<file path="src/rtl/tchk_pkg.sv">
// Shared types and default widths for the timing-check violation logger.
// The optional history feature is enabled by defining TCHK_HIST_EN.
package tchk_pkg;

    typedef enum logic [1:0] {
        IDLE,
        ARMED,
        LOCKED
    } tchk_state_e;

    localparam int CNT_W_DEF = 8;
    localparam int TS_W_DEF  = 16;

endpackage

</file>
<file path="src/rtl/tchk_violation_logger_if.sv">
// Signal bundle between the checked capture stage and the violation logger.
// The master side drives notifier/data/control; the slave side returns the record.
interface tchk_violation_logger_if
    import tchk_pkg::*;
#(
    parameter int CNT_W = CNT_W_DEF,
    parameter int TS_W  = TS_W_DEF
);

    logic             notifier;
    logic             d_d;
    logic             arm;
    logic             clr;
    logic             q;
    logic             viol_flag;
    logic [CNT_W-1:0] viol_cnt;
    logic [TS_W-1:0]  last_ts;
    logic             alarm;

    modport master (
        output notifier, d_d, arm, clr,
        input  q, viol_flag, viol_cnt, last_ts, alarm
    );

    modport slave (
        input  notifier, d_d, arm, clr,
        output q, viol_flag, viol_cnt, last_ts, alarm
    );

endinterface

</file>
<file path="src/rtl/tchk_ts_history.sv">
// Shift-register history of violation timestamps; entry 0 is the newest.
// Only instantiated when TCHK_HIST_EN is defined.
module tchk_ts_history #(
    parameter int TS_W   = 16,
    parameter int HIST_D = 4,
    localparam int IDX_W = (HIST_D > 1) ? $clog2(HIST_D) : 1
) (
    input  logic             clk,
    input  logic             rst,
    input  logic             wr_en,
    input  logic [TS_W-1:0]  wr_ts,
    input  logic [IDX_W-1:0] rd_idx,
    output logic [TS_W-1:0]  rd_ts
);

    logic [TS_W-1:0] mem [HIST_D];

    // Push the new timestamp in at the head, older entries move down.
    always_ff @(posedge clk) begin
        if (rst) begin
            for (int i = 0; i < HIST_D; i++) mem[i] <= '0;
        end else if (wr_en) begin
            mem[0] <= wr_ts;
            for (int i = 1; i < HIST_D; i++) mem[i] <= mem[i-1];
        end
    end

    assign rd_ts = mem[rd_idx];

endmodule

</file>
<file path="src/rtl/tchk_violation_logger.sv">
// Counts and timestamps notifier toggles from a timing-checked flop, with lockout alarm.
// Define TCHK_HIST_EN to add a timestamp history with an indexed read port.
module tchk_violation_logger
    import tchk_pkg::*;
#(
    parameter int CNT_W  = CNT_W_DEF,
    parameter int TS_W   = TS_W_DEF,
    parameter int THRESH = 4
`ifdef TCHK_HIST_EN
    ,
    parameter int HIST_D = 4
`endif
) (
    input  logic                      clk,
    input  logic                      rst,
    tchk_violation_logger_if.slave    bus
`ifdef TCHK_HIST_EN
    ,
    input  logic [$clog2(HIST_D)-1:0] hist_idx,
    output logic [TS_W-1:0]           hist_ts
`endif
);

    localparam logic [CNT_W-1:0] CNT_MAX = '1;
    localparam logic [CNT_W-1:0] THR     = CNT_W'(THRESH);

    tchk_state_e      state;
    tchk_state_e      state_n;
    logic             n1;
    logic             n2;
    logic             n3;
    logic             viol;
    logic [TS_W-1:0]  ts_ctr;
    logic [TS_W-1:0]  last_ts;
    logic [TS_W-1:0]  ts_n;
    logic [CNT_W-1:0] cnt;
    logic [CNT_W-1:0] cnt_n;
    logic [CNT_W-1:0] cnt_base;
    logic [CNT_W-1:0] cnt_inc;
    logic             flag;
    logic             flag_n;
    logic             q;

    // Synchronize the notifier; an unknown level holds the previous sample.
    always_ff @(posedge clk) begin
        if (rst) begin
            n1 <= 1'b0;
            n2 <= 1'b0;
            n3 <= 1'b0;
        end else begin
            n1 <= (bus.notifier !== 1'b0 && bus.notifier !== 1'b1) ? n1 : bus.notifier;
            n2 <= n1;
            n3 <= n2;
        end
    end

    assign viol = n2 ^ n3;

    // Free-running timestamp and data capture, active in every state.
    always_ff @(posedge clk) begin
        if (rst) begin
            ts_ctr <= '0;
            q      <= 1'b0;
        end else begin
            ts_ctr <= ts_ctr + 1'b1;
            q      <= bus.d_d;
        end
    end

    // A same-cycle clear zeroes the base so a coincident violation lands as count 1.
    assign cnt_base = bus.clr ? '0 : cnt;
    assign cnt_inc  = (cnt_base == CNT_MAX) ? cnt_base : cnt_base + 1'b1;

    // State and record registers.
    always_ff @(posedge clk) begin
        if (rst) begin
            state   <= IDLE;
            cnt     <= '0;
            flag    <= 1'b0;
            last_ts <= '0;
        end else begin
            state   <= state_n;
            cnt     <= cnt_n;
            flag    <= flag_n;
            last_ts <= ts_n;
        end
    end

    // Next-state and record update.
    always_comb begin
        state_n = state;
        cnt_n   = cnt;
        flag_n  = flag;
        ts_n    = last_ts;
        if (bus.clr) begin
            cnt_n  = '0;
            flag_n = 1'b0;
            ts_n   = '0;
        end
        unique case (state)
            IDLE: begin
                if (bus.arm) state_n = ARMED;
            end
            ARMED: begin
                if (viol) begin
                    cnt_n  = cnt_inc;
                    flag_n = 1'b1;
                    ts_n   = ts_ctr;
                    if (cnt_inc == THR) state_n = LOCKED;
                end
            end
            LOCKED: begin
                if (bus.clr) state_n = ARMED;
            end
            default: state_n = IDLE;
        endcase
    end

    assign bus.q         = q;
    assign bus.viol_flag = flag;
    assign bus.viol_cnt  = cnt;
    assign bus.last_ts   = last_ts;
    assign bus.alarm     = (state == LOCKED);

`ifdef TCHK_HIST_EN
    logic hist_we;

    assign hist_we = (state == ARMED) && viol;

    tchk_ts_history #(
        .TS_W   (TS_W),
        .HIST_D (HIST_D)
    ) u_hist (
        .clk    (clk),
        .rst    (rst),
        .wr_en  (hist_we),
        .wr_ts  (ts_ctr),
        .rd_idx (hist_idx),
        .rd_ts  (hist_ts)
    );
`endif

endmodule

</file>
<file path="src/flat_wrapper.sv">
// flat-port wrapper written by rule: the top's interface ports become plain ports
module tchk_violation_logger_flat import tchk_pkg::*;
#(
    parameter int CNT_W  = CNT_W_DEF,
    parameter int TS_W   = TS_W_DEF,
    parameter int THRESH = 4

)
  (clk, rst, bus_notifier, bus_d_d, bus_arm, bus_clr, bus_q, bus_viol_flag, bus_viol_cnt, bus_last_ts, bus_alarm);
  tchk_violation_logger_if #(.CNT_W(CNT_W), .TS_W(TS_W)) bus_i ();
  input  logic clk;
  input  logic rst;
  input wire logic [$bits(bus_i.notifier)-1:0] bus_notifier;
  input wire logic [$bits(bus_i.d_d)-1:0] bus_d_d;
  input wire logic [$bits(bus_i.arm)-1:0] bus_arm;
  input wire logic [$bits(bus_i.clr)-1:0] bus_clr;
  output wire logic [$bits(bus_i.q)-1:0] bus_q;
  output wire logic [$bits(bus_i.viol_flag)-1:0] bus_viol_flag;
  output wire logic [$bits(bus_i.viol_cnt)-1:0] bus_viol_cnt;
  output wire logic [$bits(bus_i.last_ts)-1:0] bus_last_ts;
  output wire logic [$bits(bus_i.alarm)-1:0] bus_alarm;
  assign bus_i.notifier = bus_notifier;
  assign bus_i.d_d = bus_d_d;
  assign bus_i.arm = bus_arm;
  assign bus_i.clr = bus_clr;
  assign bus_q = bus_i.q;
  assign bus_viol_flag = bus_i.viol_flag;
  assign bus_viol_cnt = bus_i.viol_cnt;
  assign bus_last_ts = bus_i.last_ts;
  assign bus_alarm = bus_i.alarm;
  tchk_violation_logger #(.CNT_W(CNT_W), .TS_W(TS_W), .THRESH(THRESH)) u_core (.clk(clk), .rst(rst), .bus(bus_i));
endmodule
</file>
<file path="config.mk">
export PLATFORM = sky130hd
export DESIGN_NAME = tchk_violation_logger_flat
export DESIGN_NICKNAME = d
export VERILOG_FILES = /design/src/rtl/tchk_pkg.sv /design/src/rtl/tchk_violation_logger_if.sv /design/src/rtl/tchk_ts_history.sv /design/src/rtl/tchk_violation_logger.sv /design/src/flat_wrapper.sv
export SDC_FILE = /design/constraint.sdc
export NUM_CORES = 1
export LEC_CHECK = 0
export CAP_MARGIN = 5
export CORE_MARGIN = 2
export CORE_UTILIZATION = 52
export DETAILED_ROUTE_END_ITERATION = 7
export PLACE_DENSITY = 0.75
export RECOVER_POWER = 50
export SLEW_MARGIN = 30
export SYNTH_ARGS = -nofsm -noshare
export SYNTH_HDL_FRONTEND = slang
export SYNTH_HIERARCHICAL = 1
export SYNTH_SLANG_ARGS = --single-unit
</file>
<file path="constraint.sdc">
create_clock -name clk -period 1.7 [get_ports clk]
set_input_delay 0.34 -clock clk [delete_from_list [all_inputs] [get_ports clk]]
set_output_delay 0.34 -clock clk [all_outputs]
set_load 0.05 [all_outputs]
</file>
Word-level counts from Yosys, hierarchy flattened

Index checks and enable logic that the tools add are counted.

Memory bits (writable): 0
Memory bits (read-only): 0
Output and inout bits: 27
Latch bits: 0
Memories: 0
Input port bits: 6
Register bits: 47

Muxes and demuxes: 15
Eq/ne operators: 10
Order comparisons: 0
Div/mod/pow operators: 0
Bitwise gates (word level): 1
Reduce and logical (&&, ||, !) cells: 3
Shift operators: 0
Add/subtract/negate cells: 2
$mul: 0

Operator list:

| operator                                             | number |
|---|---|
| two-way mux 16 bit                                   | 3 |
| two-way mux 8 bit                                    | 4 |
| adder 16 x 1 -> 16 bit (second input constant)       | 1 |
| adder 8 x 1 -> 8 bit (second input constant)         | 1 |
| equality test 8 x 3 -> 1 bit (second input constant) | 1 |
| equality test 8 bit (second input constant)          | 1 |
| two-way mux 2 bit                                    | 4 |
| one-hot mux 2 bit (3 select lines)                   | 1 |
| != test 2 x 1 -> 1 bit (second input constant)       | 2 |
| != test 2 bit (second input constant)                | 2 |
| AND reduction 4 bit                                  | 1 |
| two-way mux 1 bit                                    | 3 |
| equality test 2 x 1 -> 1 bit (second input constant) | 1 |
| equality test 2 bit (second input constant)          | 1 |
| zero test 2 bit                                      | 1 |
| case inequality test 1 bit (second input constant)   | 2 |
| logical AND 1 bit                                    | 1 |
| bitwise XOR 1 bit                                    | 1 |

Longest topological paths before layout

Gate-level depths: netlist of run 1.

Word-level depth: 7
Depth in mapped cells: 6
Gate-level depth less buffers: 5

Worst setup path before layout of run 1

No wires, ideal clock.

Kind: register to register
Start point: register u_core.cnt[3] (netlist: u_core/bus.viol_cnt[3])
End point: register u_core.cnt[1] (netlist: u_core/bus.viol_cnt[1])
Path slack: -0.061 ns
Clock period less this slack: 1.761 ns
Library setup time: 0.064 ns
Arrival: 1.697 ns
Cell stages (with the launch flop): 5
Buffers on the path: 0
Required time: 1.636 ns
Cells stage by stage: dfxtp_1 > nand2_1 > nor4_4 > or3b_1 > nand3_1

Word-level cells in the longest chain between the ends: 5

RTL lines:

| what                     | line                         | text |
|---|---|---|
| start: declaration       | tchk_violation_logger.sv:36  | `logic [CNT_W-1:0] cnt;` |
| start signal: assignment | tchk_violation_logger.sv:83  | `cnt <= cnt_n;` |
| two-way mux 8 bit        | tchk_violation_logger.sv:71  | `assign cnt_base = bus.clr ? '0 : cnt;` |
| equality test 8 bit      | tchk_violation_logger.sv:72  | `assign cnt_inc = (cnt_base == CNT_MAX) ? cnt_base : cnt_base + 1'b1;` |
| two-way mux 8 bit        | tchk_violation_logger.sv:72  |  |
| two-way mux 8 bit        | tchk_violation_logger.sv:105 | `if (viol) begin` |
| two-way mux 8 bit        | tchk_violation_logger.sv:100 | `unique case (state)` |

No other way between the ends.
A chain may end at the register's enable or synchronous reset.

Final worst setup path of run 1

Start point: input port bus_clr
End point: register u_core.cnt[2] (netlist: u_core/bus.viol_cnt[2])

Word-level cells in the longest chain between the ends: 5
Elaborated cells between the ends (all ways): 6
Classes of those cells: 1 x add/sub; 1 x eq/ne; 4 x mux

RTL lines:

| what                                                               | line                                                     | text |
|---|---|---|
| start: declaration                                                 | flat_wrapper.sv:16                                       | `input wire logic [$bits(bus_i.clr)-1:0] bus_clr;` |
| two-way mux 8 bit *                                                | tchk_violation_logger.sv:71, tchk_violation_logger.sv:95 |  |
| adder 8 x 1 -> 8 bit / equality test 8 bit (equally long branches) | tchk_violation_logger.sv:72                              |  |
| two-way mux 8 bit                                                  | tchk_violation_logger.sv:72                              |  |
| two-way mux 8 bit                                                  | tchk_violation_logger.sv:105                             |  |
| two-way mux 8 bit *                                                | tchk_violation_logger.sv:100                             |  |

Mark *: on every way between the ends. The rest lies on a longest branch, timed or not.

==> metrics.txt, run 1 <==
GRT Overall Usage=between 20% and 30%; DR iter-0 viols=between 100 and 150; Pins Over Slew Limit=0; compound-gate portion of the synthesized area=12.13%; # nets final=272; RSZ-0062 raised after global routing=false; starting density of the core=53.83%; Largest stage delay, worst path=between 400 and 500 ps; simple-gate portion of the synthesized area=between 30% and 40%; Synth cell types=42; slew at the pin with the worst max-slew slack=between 600 and 700 ps; Slew Limit Headroom=approximately 59%; post-cts resize count=0; postcts setup bufs=0; Die Height=about 66 um; top cells by count, synth=dfxtp_1 (47), nand2_1 (26), nand3_1 (26); Post-Syn Area per Cell=~8.8 um^2; detailed-route vias per instance=between 5 and 6; CTS tree=done; via count=roughly 1700; drt pass-1 iters=4; Die W=65.56 um; flops & latches, synth=47; post-synthesis instance area=a little under 2000 um^2; Crit Path Class=in2reg; Post-synth EDFFs=0; DRC Markers=0; hold buffer count at cts=0; worst r2r src=u_core/ts_ctr[0]; final setup vio count=0; ys async rst share=0%; hold depth=1; DRT antenna net count=0; mux contribution to synthesized area=0%; # IOs=33; wire length per cell=~13 um; Detailed Place HPWL=~2900 um; Reg2Reg Depth=5; antenna violations before repair=0; P&R area growth vs syn=21.21%; layout cells sized above 1=15.85%; Crit Reg-Reg Endpoint=u_core/ts_ctr[14]; Setup TNS=0 ps; crit path DAT=~1800 ps; root buf cell=clkbuf_8; row count=22; Yosys top cell area share=between 40 and 50%; Syn. warnings=6; fmax=0.6315 GHz; crit-path leading delay family=buffers and inverters; grt total ovfl=0; Worst-path clk slew=approximately 80 ps; count leader, synth=dfxtp_1; CTS buffer count=5; # H-tree levels=2; PD cells=approximately 840 nW/um^2; overall power=roughly 2000 uW; buffer and inverter count on the worst path=2; critical path data required time=approximately 1900 ps; GPL Wtd Cong=around 0.90; adder-cell share of the synthesized area=less than 1%; area share of xor/xnor cells in the synthesized design=between 5 and 6%; Finished Core Util=~65%; dominant cell type by area after synthesis=dfxtp_1; Clock Tree Buf Depth=2; core area=roughly 3700 um^2; placed insts=approximately 300; CP max FO=8; Final period util=between 90% and 100%; DIE AREA=4298 um^2; startpoint types=primary input; I/O Buffers=32; CP Capture Type=flip-flop; largest family of logic cells by synthesized area=simple AND/OR/NAND/NOR gates; Hold Crit Start=u_core/n1; vias in the first global route=1579; Hold Fails Final Rpt=0; worst path cell trace=clkdlybuf4s50_1 > buf_4 > nor2b_1 > nand4_1 > o31ai_1 > o221a_2; final WL=~4200 um; ys flop type=dfxtp_1; pin count of the biggest net entering global routing=20; final worst path period need=1584 ps; # diodes=0; Worst path slowest cell=clkdlybuf4s50_1; global-route wire length before repair=about 7000 um; Final Non-Filler Cells=about 310; Clock Skew=around 7.6 ps; largest cells by area after synthesis=dfxtp_1 (48%), nand3_1 (6.6%), a21oi_1 (5.8%); Lkg Pwr=0.0009000 uW; sequential area share after synthesis=a little under half; Peak VDD IR=approximately 0.62 mV; run status=finished, final reports clean; min-delay worst type=reg2reg; R2R setup slack=190 ps; Clock Sinks=47; Hold Path Sink=u_core/n2; Post-Syn Nets=231; Max-Cap Viols=0; Mapped Cells=224; worst-skew pair later-pin latency=about 290 ps
[stage by stage]
| stage | area (um^2) | setup WS (ps) | hold slack, ps |
|---|---|---|---|
| 2_1_floorplan | 1976 | 54.71 | 413.8 |
| 3_3_place_gp | 2371 | -121.9 | 431.9 |
| 3_5_place_dp | 2371 | -146.7 | 428.9 |
| 4_1_cts | 2474 | 138.5 | 442.5 |
| 5_1_grt | 2389 | 19.62 | 477.7 |
| 6_report | 2389 | 116.5 | 444.8 |
[logic make-up (layout without fill, tap and decap cells)]
kind of cell | Yosys count | after routing
AOI/OAI and AO/OA | 40 | 40
DFF | 47 | 47
buffers and inverters | 18 | 59
xor gates and xnor gates | 12 | 12
and+or+nand+nor | 106 | 106
adders and majority gates | 1 | 1
[power breakdown]
group / leakage [uW] / switching [uW] / internal, uW / total (uW)
sequential: 0.000382 / 11.0 / 1110 / 1120
combinational: 0.000466 / 67.9 / 37.9 / 106
clock: 0.0000513 / 342 / 431 / 773
[layout by cell type (no fill, tap or decap), types with 2 or more instances in the layout]
| cell type | synthesis | routed |
|---|---|---|
| dfxtp_1 | 47 | 43 |
| nand2_1 | 26 | 26 |
| nand3_1 | 26 | 26 |
| a21oi_1 | 23 | 23 |
| clkbuf_1 | 9 | 21 |
| buf_4 | 0 | 18 |
| nor2_1 | 14 | 14 |
| xor2_1 | 9 | 9 |
| nor2b_1 | 7 | 7 |
| o21ai_0 | 6 | 6 |
| clkbuf_8 | 0 | 5 |
| nand4_1 | 5 | 5 |
| clkdlybuf4s50_1 | 0 | 4 |
| clkbuf_2 | 0 | 4 |
| nor3_1 | 4 | 4 |
| and3_1 | 4 | 4 |
| dfxtp_2 | 0 | 4 |
| xnor2_1 | 3 | 3 |
| or3_1 | 3 | 3 |
| buf_12 | 0 | 2 |
| nor4bb_1 | 2 | 2 |
| nor4_1 | 2 | 2 |
| nand2b_1 | 2 | 2 |
| inv_1 | 2 | 2 |
| o31ai_1 | 2 | 2 |
| o21a_1 | 2 | 2 |
[how the worst max path moves through the flow]
stage	start	endpoint	slack, ps	cells after the start
after floorplan	u_core/bus.viol_cnt[4]	u_core/bus.viol_cnt[2]	50	4
after global placement	bus_clr	u_core/bus.viol_cnt[6]	-120	6
after detailed placement	bus_clr	u_core/bus.viol_cnt[6]	-150	6
after CTS	bus_clr	u_core/bus.viol_cnt[2]	140	6
after global routing	bus_clr	u_core/bus.viol_cnt[2]	20	6
final	bus_clr	u_core/bus.viol_cnt[2]	120	6
[per-layer routing]
layer  global-route usage [%]  share of wire, %
met2                    33.67                44
met1                    27.77                49
met4                    8.073               1.5
met5                        0                 0
met3                    5.822               4.8
[area by class of cell]
type	instances	area, um^2
Sequential cell	47	945.9
Inverter	3	11.26
Timing Repair Buffer	49	320.3
Clock inverter	1	30.03
Multi-Input combinational cell	159	948.4
Clock buffer	6	72.57
Tap cell	48	60.06
Fill cell	351	1272
[sequential cells by signal, indices dropped and copies added, names as in the netlist]
name	count
u_core/n1	1
u_core/ts_ctr	16
u_core/bus.last_ts	16
u_core/bus.q	1
u_core/state	2
u_core/n3	1
u_core/n2	1
u_core/bus.viol_cnt	8
u_core/bus.viol_flag	1
[worst register-to-register path: cells and delay by family, from the launching register on]
kind | cells | cell delay [ps]
fa+ha+maj | 1 | 190
simple gates | 3 | 710
compound gates | 1 | 160
flops | 1 | 380
Power figures use the tool's default switching activity.
==> run 2, diff against run 1 <==
- CORE_UTILIZATION: 52 -> 55
- HOLD_SLACK_MARGIN: unset -> 0.02
- PLACE_DENSITY: 0.75 -> 0.79
- clock period: 1.7 -> 1.9 ns (I/O delays scaled with it)
==> metrics.txt, run 2 (same netlist as run 1, synthesis figures left out) <==
# nets final=268 (was 272); wire length per cell=13.41 um (was 13.26 um); FILL cells=288 (was 351); Setup WS post-layout=43.48 ps (was 116.5 ps); buffer and inverter count on the worst path=1 (was 2); PD cells=671.5 nW/um^2 (was 838.9 nW/um^2); Max-Cap Viols=0 (unchanged); commonest non-fill, non-tap cell in the layout=dfxtp_1 (unchanged); commonest non-fill, non-tap cells in the layout=dfxtp_1 (47), nand2_1 (26), nand3_1 (26) (was dfxtp_1 (43), nand2_1 (26), nand3_1 (26)); worst-skew pair later-pin latency=370 ps (was 290 ps); grt total ovfl=0 (unchanged); Clock Skew=16.94 ps (was 7.626 ps); Worst-path clk slew=120 ps (was 80 ps); row count=21 (was 22); Setup Slack @ Placement=-65.70 ps (was -146.7 ps); pin count of the biggest net entering global routing=22 (was 20); antenna violations before repair=0 (unchanged); vias in the first global route=1477 (was 1579); CP Capture Type=output port (was flip-flop); min-delay worst type=reg2reg (unchanged); CP max FO=1 (was 8); Clock Sinks=47 (unchanged); I/O Buffers=32 (unchanged); fmax=~0.54 GHz; R2R setup slack=150 ps (was 190 ps); Pins Over Slew Limit=0 (unchanged); Detailed Place HPWL=2883 um (was 2855 um); Die W=63.86 um (was 65.56 um); slew at the pin with the worst max-slew slack=681.2 ps (was 611.0 ps); layout cells sized above 1=12.26% (was 15.85%); hold depth=1 (unchanged); Crit Reg-Reg Endpoint=u_core/bus.viol_cnt[4] (was u_core/ts_ctr[14]); cell count along the critical path=1 (was 6); core area=3390 um^2 (was 3661 um^2); Slew Limit Headroom=54.59% (was 59.44%); root buf cell=clkbuf_4 (was clkbuf_8); Die Height=63.86 um (was 65.56 um); global-route wire length before repair=6762 um (was 7024 um); GRT Overall Usage=21.34% (was 21.30%); Final period util=~98%; Finished Core Util=68.96% (was 65.24%); Lkg Pwr=0.0009269 uW (was 0.0009000 uW); # H-tree levels=2 (unchanged); crit-path leading delay family=buffers and inverters (unchanged); detailed-route vias per instance=5.544 (was 5.492); via count=1702 (was 1719); hold buffer count at cts=0 (unchanged); worst r2r src=u_core/bus.viol_cnt[0] (was u_core/ts_ctr[0]); Reg2Reg Depth=5 (unchanged); starting density of the core=58.14% (was 53.83%); Hold Crit Start=u_core/n1 (unchanged); # IOs=33 (unchanged); worst path cell trace=clkdlybuf4s50_1 (was clkdlybuf4s50_1 > buf_4 > nor2b_1 > nand4_1 > o31ai_1 > o221a_2); GPL Wtd Cong=0.9334 (was 0.8982); DRC Markers=0 (unchanged); Worst path slowest cell=clkdlybuf4s50_1 (unchanged); Hold Fails Final Rpt=0 (unchanged); critical path data required time=1520 ps (was 1940 ps); CTS buffer count=5 (unchanged); Crit Path Class=reg2out (was in2reg); crit path DAT=1480 ps (was 1820 ps); startpoint types=flip-flop (was primary input); Largest stage delay, worst path=790 ps (was 430 ps); drt pass-1 iters=4 (unchanged); DR iter-0 viols=111 (was 118); # diodes=0 (unchanged); Peak VDD IR=0.6324 mV (was 0.6169 mV); run status=finished, final reports clean (unchanged); final worst path period need=between 1500 and 2000 ps; RSZ-0062 raised after global routing=false (unchanged); DRT antenna net count=0 (unchanged); final WL=4117 um (was 4151 um); P&R area growth vs syn=18.60% (was 21.21%); CTS tree=done (unchanged); DIE AREA=4078 um^2 (was 4298 um^2); Clock Tree Buf Depth=2 (unchanged); Hold Path Sink=u_core/n2 (unchanged); final setup vio count=0 (unchanged)
[run 2: changes by cell type in the layout (fill, tap and decap cells not counted), moves of 2 or more]
cell / delta
clkbuf_4: +5
clkbuf_2: +2
dfxtp_1: +4
buf_12: -2
clkbuf_8: -4
buf_4: -7
dlygate4sd2_1: +17
dfxtp_2: -4
clkbuf_1: -16
[run 2: repair_timing]
item,4_1_cts,5_1_grt
endpoints found under the hold margin,0,0
resized for setup,17,0
setup endpoints to repair,17,0
setup buffers,0,0
[run 2: worst max path at each step]
| stage | startpoint | to | slack [ps] |
|---|---|---|---|
| 2_1_floorplan | u_core/bus.viol_cnt[3] | u_core/bus.viol_cnt[1] | 140 |
| 3_3_place_gp | bus_clr | u_core/bus.viol_cnt[4] | 30 |
| 3_5_place_dp | bus_clr | u_core/bus.viol_cnt[4] | -70 |
| 4_1_cts | u_core/bus.q | bus_q | 20 |
| 5_1_grt | u_core/bus.q | bus_q | 1 |
| 6_report | u_core/bus.q | bus_q | 40 |
[run 2: layout make-up]
cell class              count  area [um^2]  share of cell area (%)
clock inverters             1        5.005                  0.2141
well taps                  46        57.56                   2.463
clock buffers               6        51.30                   2.195
inverters                   3        11.26                  0.4818
flip-flops and latches     47        940.9                   40.26
repair buffers             45        340.3                   14.56
multi-input cells         159        930.9                   39.83
[run 2: where the power goes]
group	leakage [uW]	switching, uW	internal [uW]
combinational	0.000512	59.9	34.6
sequential	0.000380	9.52	998
clock	0.0000341	296	172
total	0.000927	365	1200
[run 2: metal layers]
| layer | vias up | routed length [um] | part of all wire [%] | track usage [%] |
|---|---|---|---|---|
| li1 | 859 | - | - | - |
| met1 | 791 | 1986 | 48 | 27.49 |
| met2 | 44 | 1818 | 44 | 32.55 |
| met3 | 8 | 228 | 5.5 | 6.338 |
| met4 | 0 | 84 | 2.0 | 10.33 |
| met5 | - | 0 | 0 | 0 |
[run 2: metrics by stage]
stage / cells / TNS, ps / power [uW] / instance area, um^2 / hold slack [ps]
finish: 307 / 0 / 1570 / 2337 / 466.9
global route: 307 / 0 / 1638 / 2337 / 475.9
CTS: 307 / 0 / 1592 / 2389 / 467.5
detailed placement: 300 / -65.70 / 1129 / 2354 / 444.4
global placement: 300 / 0 / 1128 / 2354 / 420.9
floorplan: 224 / 0 / 1091 / 1971 / 413.8
